**src/rtl/beamformer_pkg.sv**
```systemverilog
// rtl/beamformer_pkg.sv - shared types and constants for the delay-and-sum beamformer
// Contents: controller state enum, default channel/sample/index widths,
// and the helper that sizes the output accumulator.
package beamformer_pkg;

    typedef enum logic [1:0] {
        ST_IDLE,
        ST_LOAD,
        ST_ARMED,
        ST_SUM
    } bf_state_t;

    localparam int DEF_NUM_CH = 4;
    localparam int DEF_DATA_W = 16;
    localparam int DEF_IDX_W  = 16;

    // Summing num_ch signed samples grows the result by log2(num_ch) bits.
    function automatic int acc_width(input int data_w, input int num_ch);
        return data_w + $clog2(num_ch);
    endfunction

endpackage

```
**src/rtl/bf_delay_table.sv**
```systemverilog
// rtl/bf_delay_table.sv - one channel's delay table, DEPTH x IDX_W, registered read
// Ports:
//   clk             clock
//   wr_en/addr/data write port, one entry per cycle
//   rd_en/rd_addr   read request; rd_data valid the cycle after rd_en
//   rd_data         registered read data, held while rd_en is low
module bf_delay_table #(
    parameter int DEPTH = 64,
    parameter int IDX_W = 16,
    parameter int AW    = $clog2(DEPTH)
) (
    input  logic             clk,
    input  logic             wr_en,
    input  logic [AW-1:0]    wr_addr,
    input  logic [IDX_W-1:0] wr_data,
    input  logic             rd_en,
    input  logic [AW-1:0]    rd_addr,
    output logic [IDX_W-1:0] rd_data
);

    logic [IDX_W-1:0] mem [DEPTH];

    // Contents are intentionally not reset; tables survive a controller reset.
    always_ff @(posedge clk) begin
        if (wr_en) begin
            mem[wr_addr] <= wr_data;
        end
        if (rd_en) begin
            rd_data <= mem[rd_addr];
        end
    end

endmodule

```
**src/rtl/delay_sum_beamformer.sv**
```systemverilog
// rtl/delay_sum_beamformer.sv - multi-channel delay-and-sum beamformer
// Ports:
//   clk, rst                  clock, synchronous active-high reset
//   start                     frame start pulse (honoured only when idle)
//   in_valid/in_ready/in_data input beats, NUM_CH packed samples, ch0 in LSBs
//   tab_wr_*                  delay-table write port (honoured only when idle)
//   out_valid/out_data        one-cycle summed point
//   out_point/out_last        point number of out_data, last-point marker
//   busy                      frame in progress
//   miss_err                  sticky per frame: a sample index was passed or
//                             the beat counter saturated
module delay_sum_beamformer
    import beamformer_pkg::*;
#(
    parameter int NUM_CH     = DEF_NUM_CH,
    parameter int DATA_W     = DEF_DATA_W,
    parameter int IDX_W      = DEF_IDX_W,
    parameter int NUM_POINTS = 64,
    parameter int PT_W       = $clog2(NUM_POINTS),
    parameter int ACC_W      = acc_width(DATA_W, NUM_CH)
) (
    input  logic                       clk,
    input  logic                       rst,
    input  logic                       start,
    input  logic                       in_valid,
    output logic                       in_ready,
    input  logic [NUM_CH*DATA_W-1:0]   in_data,
    input  logic                       tab_wr_en,
    input  logic [$clog2(NUM_CH)-1:0]  tab_wr_ch,
    input  logic [PT_W-1:0]            tab_wr_addr,
    input  logic [IDX_W-1:0]           tab_wr_data,
    output logic                       out_valid,
    output logic [ACC_W-1:0]           out_data,
    output logic [PT_W-1:0]            out_point,
    output logic                       out_last,
    output logic                       busy,
    output logic                       miss_err
);

    localparam int CH_W = $clog2(NUM_CH);
    localparam logic [IDX_W-1:0] CNT_MAX = {IDX_W{1'b1}};
    localparam logic [PT_W-1:0]  LAST_PT = PT_W'(NUM_POINTS - 1);

    bf_state_t               state;
    logic                    load_phase;   // 0: read issued, 1: table data valid
    logic [IDX_W-1:0]        counter;
    logic [PT_W-1:0]         k;
    logic [NUM_CH-1:0]       filled;
    logic [NUM_CH-1:0]       fill_next;
    logic                    beat_miss;
    logic [IDX_W-1:0]        desired     [NUM_CH];
    logic [IDX_W-1:0]        tab_rd_data [NUM_CH];
    logic signed [DATA_W-1:0] cap        [NUM_CH];
    logic signed [ACC_W-1:0] cap_sum;
    logic                    rd_en;
    logic                    tab_we_ok;

    assign in_ready  = (state == ST_ARMED);
    assign busy      = (state != ST_IDLE);
    assign rd_en     = (state == ST_LOAD) && !load_phase;
    assign tab_we_ok = tab_wr_en && (state == ST_IDLE);

    for (genvar g = 0; g < NUM_CH; g++) begin : g_tab
        bf_delay_table #(
            .DEPTH (NUM_POINTS),
            .IDX_W (IDX_W),
            .AW    (PT_W)
        ) u_tab (
            .clk     (clk),
            .wr_en   (tab_we_ok && (tab_wr_ch == CH_W'(g))),
            .wr_addr (tab_wr_addr),
            .wr_data (tab_wr_data),
            .rd_en   (rd_en),
            .rd_addr (k),
            .rd_data (tab_rd_data[g])
        );
    end

    // Which channels complete on the current beat. A channel whose index is
    // already behind the counter completes immediately with a zero sample.
    always_comb begin
        fill_next = filled;
        beat_miss = 1'b0;
        for (int ch = 0; ch < NUM_CH; ch++) begin
            if (!filled[ch]) begin
                if (counter == desired[ch]) begin
                    fill_next[ch] = 1'b1;
                end else if (counter > desired[ch]) begin
                    fill_next[ch] = 1'b1;
                    beat_miss     = 1'b1;
                end
            end
        end
    end

    always_comb begin
        cap_sum = '0;
        for (int ch = 0; ch < NUM_CH; ch++) begin
            cap_sum = cap_sum + ACC_W'(cap[ch]);
        end
    end

    always_ff @(posedge clk) begin
        if (rst) begin
            state      <= ST_IDLE;
            load_phase <= 1'b0;
            counter    <= '0;
            k          <= '0;
            filled     <= '0;
            out_valid  <= 1'b0;
            out_data   <= '0;
            out_point  <= '0;
            out_last   <= 1'b0;
            miss_err   <= 1'b0;
        end else begin
            out_valid <= 1'b0;
            out_last  <= 1'b0;
            case (state)
                ST_IDLE: begin
                    if (start) begin
                        counter    <= '0;
                        k          <= '0;
                        miss_err   <= 1'b0;
                        filled     <= '0;
                        load_phase <= 1'b0;
                        state      <= ST_LOAD;
                    end
                end
                ST_LOAD: begin
                    if (!load_phase) begin
                        load_phase <= 1'b1;
                    end else begin
                        for (int ch = 0; ch < NUM_CH; ch++) begin
                            desired[ch] <= tab_rd_data[ch];
                        end
                        state <= ST_ARMED;
                    end
                end
                ST_ARMED: begin
                    if (in_valid) begin
                        for (int ch = 0; ch < NUM_CH; ch++) begin
                            if (!filled[ch]) begin
                                if (counter == desired[ch]) begin
                                    cap[ch] <= in_data[ch*DATA_W +: DATA_W];
                                end else if (counter > desired[ch]) begin
                                    cap[ch] <= '0;
                                end
                            end
                        end
                        filled <= fill_next;
                        if (beat_miss || (counter == CNT_MAX)) begin
                            miss_err <= 1'b1;
                        end
                        if (counter != CNT_MAX) begin
                            counter <= counter + 1'b1;
                        end
                        if (&fill_next) begin
                            state <= ST_SUM;
                        end
                    end
                end
                ST_SUM: begin
                    out_data   <= cap_sum;
                    out_point  <= k;
                    out_valid  <= 1'b1;
                    out_last   <= (k == LAST_PT);
                    filled     <= '0;
                    load_phase <= 1'b0;
                    if (k == LAST_PT) begin
                        state <= ST_IDLE;
                    end else begin
                        k     <= k + 1'b1;
                        state <= ST_LOAD;
                    end
                end
                default: state <= ST_IDLE;
            endcase
        end
    end

endmodule

```
**config.mk**
```make
export PLATFORM = sky130hd
export DESIGN_NAME = delay_sum_beamformer
export DESIGN_NICKNAME = d
export VERILOG_FILES = /design/src/rtl/beamformer_pkg.sv /design/src/rtl/bf_delay_table.sv /design/src/rtl/delay_sum_beamformer.sv
export SDC_FILE = /design/constraint.sdc
export NUM_CORES = 2
export LEC_CHECK = 0
export CORE_MARGIN = 3
export CORE_UTILIZATION = 40
export CTS_CLUSTER_SIZE = 30
export DETAILED_ROUTE_END_ITERATION = 10
export PLACE_DENSITY = 0.54
export SKIP_LAST_GASP = 1
export SLEW_MARGIN = 0
export SYNTH_ARGS = -nofsm -noshare
export SYNTH_HDL_FRONTEND = slang
export SYNTH_MEMORY_MAX_BITS = 65536
export SYNTH_SLANG_ARGS = --single-unit
```
**constraint.sdc**
```tcl
create_clock -name clk -period 10.19 [get_ports clk]
set_input_delay 1.019 -clock clk [delete_from_list [all_inputs] [get_ports clk]]
set_output_delay 1.019 -clock clk [all_outputs]
set_load 0.05 [all_outputs]
```
# Word-level counts from Yosys, hierarchy flattened
# Memory sizes are Yosys's and may differ from the RTL's. A register that Yosys moved wholly into a read port is not among the register bits.
# Cells that the tools add are included.
[totals]
reg_bits = 56
mem_bits_rw = 4224
inputBits = 93
output_inout_bits = 29
wordCells = 180
n_memories = 6
[classes]
add_sub_neg = 5
magnitude_cmp = 4
n_eq_ne = 20
n_mux = 107
bitwise_logic = 5
n_reduce_logical = 23
[memory_table]
columns = ["memory", "words", "word_bits", "rd", "rd_clocked_by_memory_dff", "wr", "line_no", "source"]
rows = [
  ["g_tab[0].u_tab.mem", 64, 16, 1, 1, 1, "bf_delay_table.sv:21", "logic [IDX_W-1:0] mem [DEPTH];"],
  ["g_tab[1].u_tab.mem", 64, 16, 1, 1, 1, "bf_delay_table.sv:21", ""],
  ["g_tab[2].u_tab.mem", 64, 16, 1, 1, 1, "bf_delay_table.sv:21", ""],
  ["g_tab[3].u_tab.mem", 64, 16, 1, 1, 1, "bf_delay_table.sv:21", ""],
  ["cap", 4, 16, 4, 0, 4, "delay_sum_beamformer.sv:53", "logic signed [DATA_W-1:0] cap [NUM_CH];"],
  ["desired", 4, 16, 4, 0, 4, "delay_sum_beamformer.sv:51", "logic [IDX_W-1:0] desired [NUM_CH];"],
]
[op_table]
columns = ["op", "count"]
rows = [
  ["two-way mux 16 bit", 7],
  ["two-way mux 1 bit", 86],
  ["== test 16 bit", 4],
  ["> comparator 16 bit", 4],
  ["one-hot mux 16 bit (2 select lines)", 1],
  ["adder 17 x 16 -> 18 bit", 1],
  ["adder 18 x 16 -> 18 bit", 1],
  ["adder 16 x 16 -> 17 bit", 1],
  ["adder 16 x 1 -> 16 bit (second input constant)", 1],
  ["== test 16 bit (second input constant)", 1],
  ["inequality test 16 bit (second input constant)", 1],
  ["AND reduction 4 bit", 4],
  ["two-way mux 6 bit", 2],
  ["one-hot mux 4 bit (3 select lines)", 1],
  ["one-hot mux 6 bit (2 select lines)", 1],
  ["== test 2 bit (second input constant)", 4],
  ["two-way mux 2 bit", 4],
  ["two-way mux 4 bit", 2],
  ["inequality test 2 bit (second input constant)", 4],
  ["one-hot mux 2 bit (4 select lines)", 1],
  ["adder 6 x 1 -> 6 bit (second input constant)", 1],
  ["== test 6 bit (second input constant)", 1],
  ["logical AND 1 bit", 6],
  ["inequality test 2 x 1 -> 1 bit (second input constant)", 3],
  ["other kinds (13)", 22],
]

# Depth between registers and ports, before layout
# An unclocked memory read counts as a cell.
[depth]
word_depth = 18
ltp_mapped = 13
ltp_nobuf = 13

# By module
# From an unflattened synthesis, not the netlist that was laid out.
[unflattened]
hier_cells = 8215
area_unflattened_um2 = 170608.6
[by_module_without_submodules]
columns = ["module", "n_inst", "cells_per_inst", "area_each_um2", "seq_area_each_um2"]
rows = [
  ["bf_delay_table", 4, 1829, 40202.3, 31230.0],
  ["delay_sum_beamformer", 1, 899, 9799.4, 4804.6],
]

# Worst setup path after synthesis
# Ideal clock, no wire load.
[synth_path]
kind = "register to register"
start = "register state[1]"
end = "register state[0]"
setup_time_ns = 0.131
arrival_time_ns = 4.248
required_ns = 10.059
slack_ns = 5.811
path_stages_with_launch = 8
n_path_buf = 0
synth_period_minus_slack_ns = 4.379
cell_sequence = "dfxtp_1 -> inv_1 -> ha_1 -> nor2b_1 -> a21oi_1 -> a41oi_1 -> o31a_1 -> nor3_1"
[synth_via]
elab_chain_cells = 3
word_cells_on_any_way = 10
cone_classes = "eq/ne: 7; mux: 1; reduce/logical: 2"
[synth_lines]
columns = ["item", "line_no", "source"]
rows = [
  ["start, declared", "delay_sum_beamformer.sv:44", "bf_state_t state;"],
  ["start signal, assigned", "delay_sum_beamformer.sv:105", "state <= ST_IDLE;"],
  ["start signal, assigned", "delay_sum_beamformer.sv:126", "state <= ST_LOAD;"],
  ["start signal, assigned", "delay_sum_beamformer.sv:136", "state <= ST_ARMED;"],
  ["== test 2 x 1 -> 1 bit, or another cell as far along", "delay_sum_beamformer.sv:118", "case (state)"],
  ["inequality test 2 bit (no line) or inequality test 2 x 1 -> 1 bit (tied branches)", "n/a", ""],
  ["AND reduction 4 bit (no line)", "n/a", ""],
]
# Several ways; a longest one is shown, not always the timed one.
# A chain may end at the register's enable or synchronous reset.

==> results.sh <==
export IMPL_status="finished clean"
export IMPL_viasPerCell=5.779
export IMPL_setup_tns_ns=0
export IMPL_grtUsageTotal_pct=20.99
export IMPL_wl_per_cell_um=33.75
export IMPL_max_freq_ghz=0.2262
export IMPL_endpoint_kind="register"
export IMPL_holdPathEnd="desired[1][8]$_DFFE_PP_"
export IMPL_floorplan_die_height_um=653.3
export IMPL_die_area_mm2=0.4268
export IMPL_yosysMostFrequentCell="edfxtp_1"
export IMPL_syn_num_nets=7269
export IMPL_ir_worst_vdd_uv=136.5
export IMPL_cap_violations=0
export IMPL_post_cts_resized=0
export IMPL_cts_buffers=453
export IMPL_ys_ff_latch=4344
export IMPL_antenna_left=0
export IMPL_total_power_w=0.03700
export IMPL_rsz0062_at_grt="false"
export IMPL_syn_area_mm2=0.1676
export IMPL_clk_latency_ns=0.98
export IMPL_synthTopCellsByArea="edfxtp_1, mux4_2, dfxtp_1, nor2_1, ha_1"
export IMPL_yosys_warnings=0
export IMPL_cts_sinks=4344
export IMPL_hp_class="register to register"
export IMPL_root_buffer="clkbuf_16"
export IMPL_ff2ff_path_depth=5
export IMPL_die_w_um=653.3
export IMPL_area_growth_synth_to_final_pct=13.62
export IMPL_first_iter_violations=8797
export IMPL_arrival_ns=5.12
export IMPL_finalHoldViolCount=0
export IMPL_cts_tree="built"
export IMPL_initial_utilization_pct=40.20
export IMPL_worstPathMaxFanout=36
export IMPL_synth_edf_count=4272
export IMPL_finalNetCount=7641
export IMPL_relSlewSlack_pct=7.454
export IMPL_path_clk_slew_ns=0.06
export IMPL_synthMuxAreaShare_pct=18.17
export IMPL_synth_xor_area_share_pct=0.1672
export IMPL_reg2reg_to="g_tab[2].u_tab.rd_data[6]$_DFFE_PP_"
export IMPL_setup_viol=0
export IMPL_powerDensity_mw_per_mm2=194.3
export IMPL_portBuffers=121
export IMPL_min_from="g_tab[1].u_tab.rd_data[8]$_DFFE_PP_"
export IMPL_min_period_ns=4.421
export IMPL_core_area_mm2=0.4169
export IMPL_synthesis_instances=7055
export IMPL_reg2reg_slack_ns=5.77
export IMPL_r2r_start="k[0]$_SDFFE_PP0P_"
export IMPL_gr_total_overflow=0
export IMPL_antenna_found_initial=27
export IMPL_synth_commonest_cells="edfxtp_1, mux4_2, nor2_1, clkbuf_1, nand2_1"
export IMPL_path_class="register to register"
export IMPL_finalClockSkew_ns=0.06140
export IMPL_h_tree_depth=5
export IMPL_grt_pass1_wl_um=629700
export IMPL_slew_viol_final=0
export IMPL_synth_ff_type="edfxtp_1"
export IMPL_min_period_over_period_pct=43.38
export IMPL_synthSimpleGateAreaFrac_pct=1.612
export IMPL_dp_hpwl_um=268800
export IMPL_required_ns=10.89
export IMPL_hold_depth=0
export IMPL_grt_max_degree=150
export IMPL_hold_buffers=0
export IMPL_synthDistinctLibCells=56
export IMPL_final_core_util_pct=45.68
export IMPL_yosys_area_top_type_share_pct=76.54
export IMPL_rows=237
export IMPL_drc=0
export IMPL_clockBufferDepth=4
export IMPL_grt_pass1_vias=78140
export IMPL_synth_top_area_cell="edfxtp_1"
export IMPL_synth_compound_area_share_pct=0.5300
export IMPL_routed_wl_um=449300
export IMPL_fillers=34190
export IMPL_synthArstFlopShare_pct=0
export IMPL_syn_avg_cell_area_um2=23.76
export IMPL_ys_seq_area_share_pct=77.40
export IMPL_first_pass_iters=6
export IMPL_total_leakage_power_nw=56.36
export IMPL_synthAdderAreaFrac_pct=1.051
export IMPL_drive_above_1_share_pct=30.52
export IMPL_gp_congestion=0.8047
export IMPL_routed_via_count=76930
export IMPL_synth_top_family_by_area="multiplexers"
export IMPL_cp_start_kind="register"
export IMPL_cts_setup_buffers=0
export IMPL_ios=122
export IMPL_worst_slew_pin_slew_ns=1.387
## layer usage
layer,wire (um),part of all wire [%],global-route usage (%)
met1,189600,42,30.09
met2,215300,48,33.35
met3,32030,7.1,3.713
met4,12300,2.7,5.602
met5,52,0.012,0
## metrics by stage
step	cells	setup slack (ns)	hold WS [ns]	cell area, um^2
final	13310	5.769	0.4137	190400
after global placement	12470	5.034	0.4014	176400
after CTS	13300	5.573	0.3875	190400
after global routing	13300	5.467	0.4089	190400
after floorplan	7055	5.811	0.4003	167600
after detailed placement	12470	5.052	0.4045	176400
## power by group
group	leakage (nW)	internal [W]	switching (W)
registers	39.0	0.0198	0.0000712
clock network	6.85	0.00894	0.00681
logic	10.5	0.000440	0.000962
## how the worst max path moves through the flow
| stage | from | endpoint | slack [ns] | depth (start not counted) |
|---|---|---|---|---|
| global route | k[0]$_SDFFE_PP0P_ | g_tab[3].u_tab.rd_data[8]$_DFFE_PP_ | 5.47 | 5 |
| detailed placement | tab_wr_addr[2] | g_tab[2].u_tab.mem[40][1]$_DFFE_PP_ | 5.05 | 4 |
| floorplan | state[1]$_SDFFE_PP0P_ | state[0]$_SDFFE_PP0P_ | 5.81 | 7 |
| global placement | tab_wr_addr[2] | g_tab[2].u_tab.mem[40][14]$_DFFE_PP_ | 5.03 | 4 |
| finish | k[0]$_SDFFE_PP0P_ | g_tab[2].u_tab.rd_data[6]$_DFFE_PP_ | 5.77 | 5 |
| CTS | k[0]$_SDFFE_PP0P_ | g_tab[3].u_tab.rd_data[4]$_DFFE_PP_ | 5.57 | 5 |
## cell type report
type                    count  area [um^2]  area share [%]
diodes                     15        37.54         0.01971
flip-flops and latches   4344       129700           68.13
clock inverters           248         1907           1.001
clock buffers             579        12110           6.361
repair buffers            275         2635           1.384
multi-input cells        2269        36800           19.32
inverters                  84        315.3          0.1656
well taps                5497         6878           3.612
## placed cells by master (no fill, tap or decap), types with 84 or more instances in the layout
| cell type | Yosys | routed |
|---|---|---|
| clkbuf_16 | 0 | 464 |
| nor2_2 | 0 | 240 |
| edfxtp_1 | 4272 | 4272 |
| buf_4 | 0 | 139 |
| nand2_1 | 126 | 124 |
| inv_1 | 84 | 84 |
| mux4_2 | 1344 | 1344 |
| ha_1 | 88 | 87 |
| clkdlybuf4s50_1 | 0 | 105 |
| clkinv_1 | 0 | 123 |
| clkbuf_1 | 206 | 108 |
## critical path, stage by stage, from the launching register on
cell	delay, ns
dfxtp_4	0.82
buf_4	0.74
buf_4	0.72
mux4_2	0.65
mux4_2	0.58
mux4_2	0.48
## state kept, by name, summed over array words and instances (netlist names)
name,cells
out_data,18
g_tab.u_tab.rd_data,64
counter,16
cap,64
load_phase,1
k,6
desired,64
filled,4
out_point,6
out_last,1
miss_err,1
g_tab.u_tab.mem,4096
state,2
out_valid,1
## logic make-up after synthesis
group | Yosys count
and+or+nand+nor | 613
AOI/OAI and AO/OA | 140
buffers and inverters | 442
adders and majority gates | 121
DFF | 4344
muxes | 1363
xor gates and xnor gates | 32
Power figures use the tool's default switching activity.
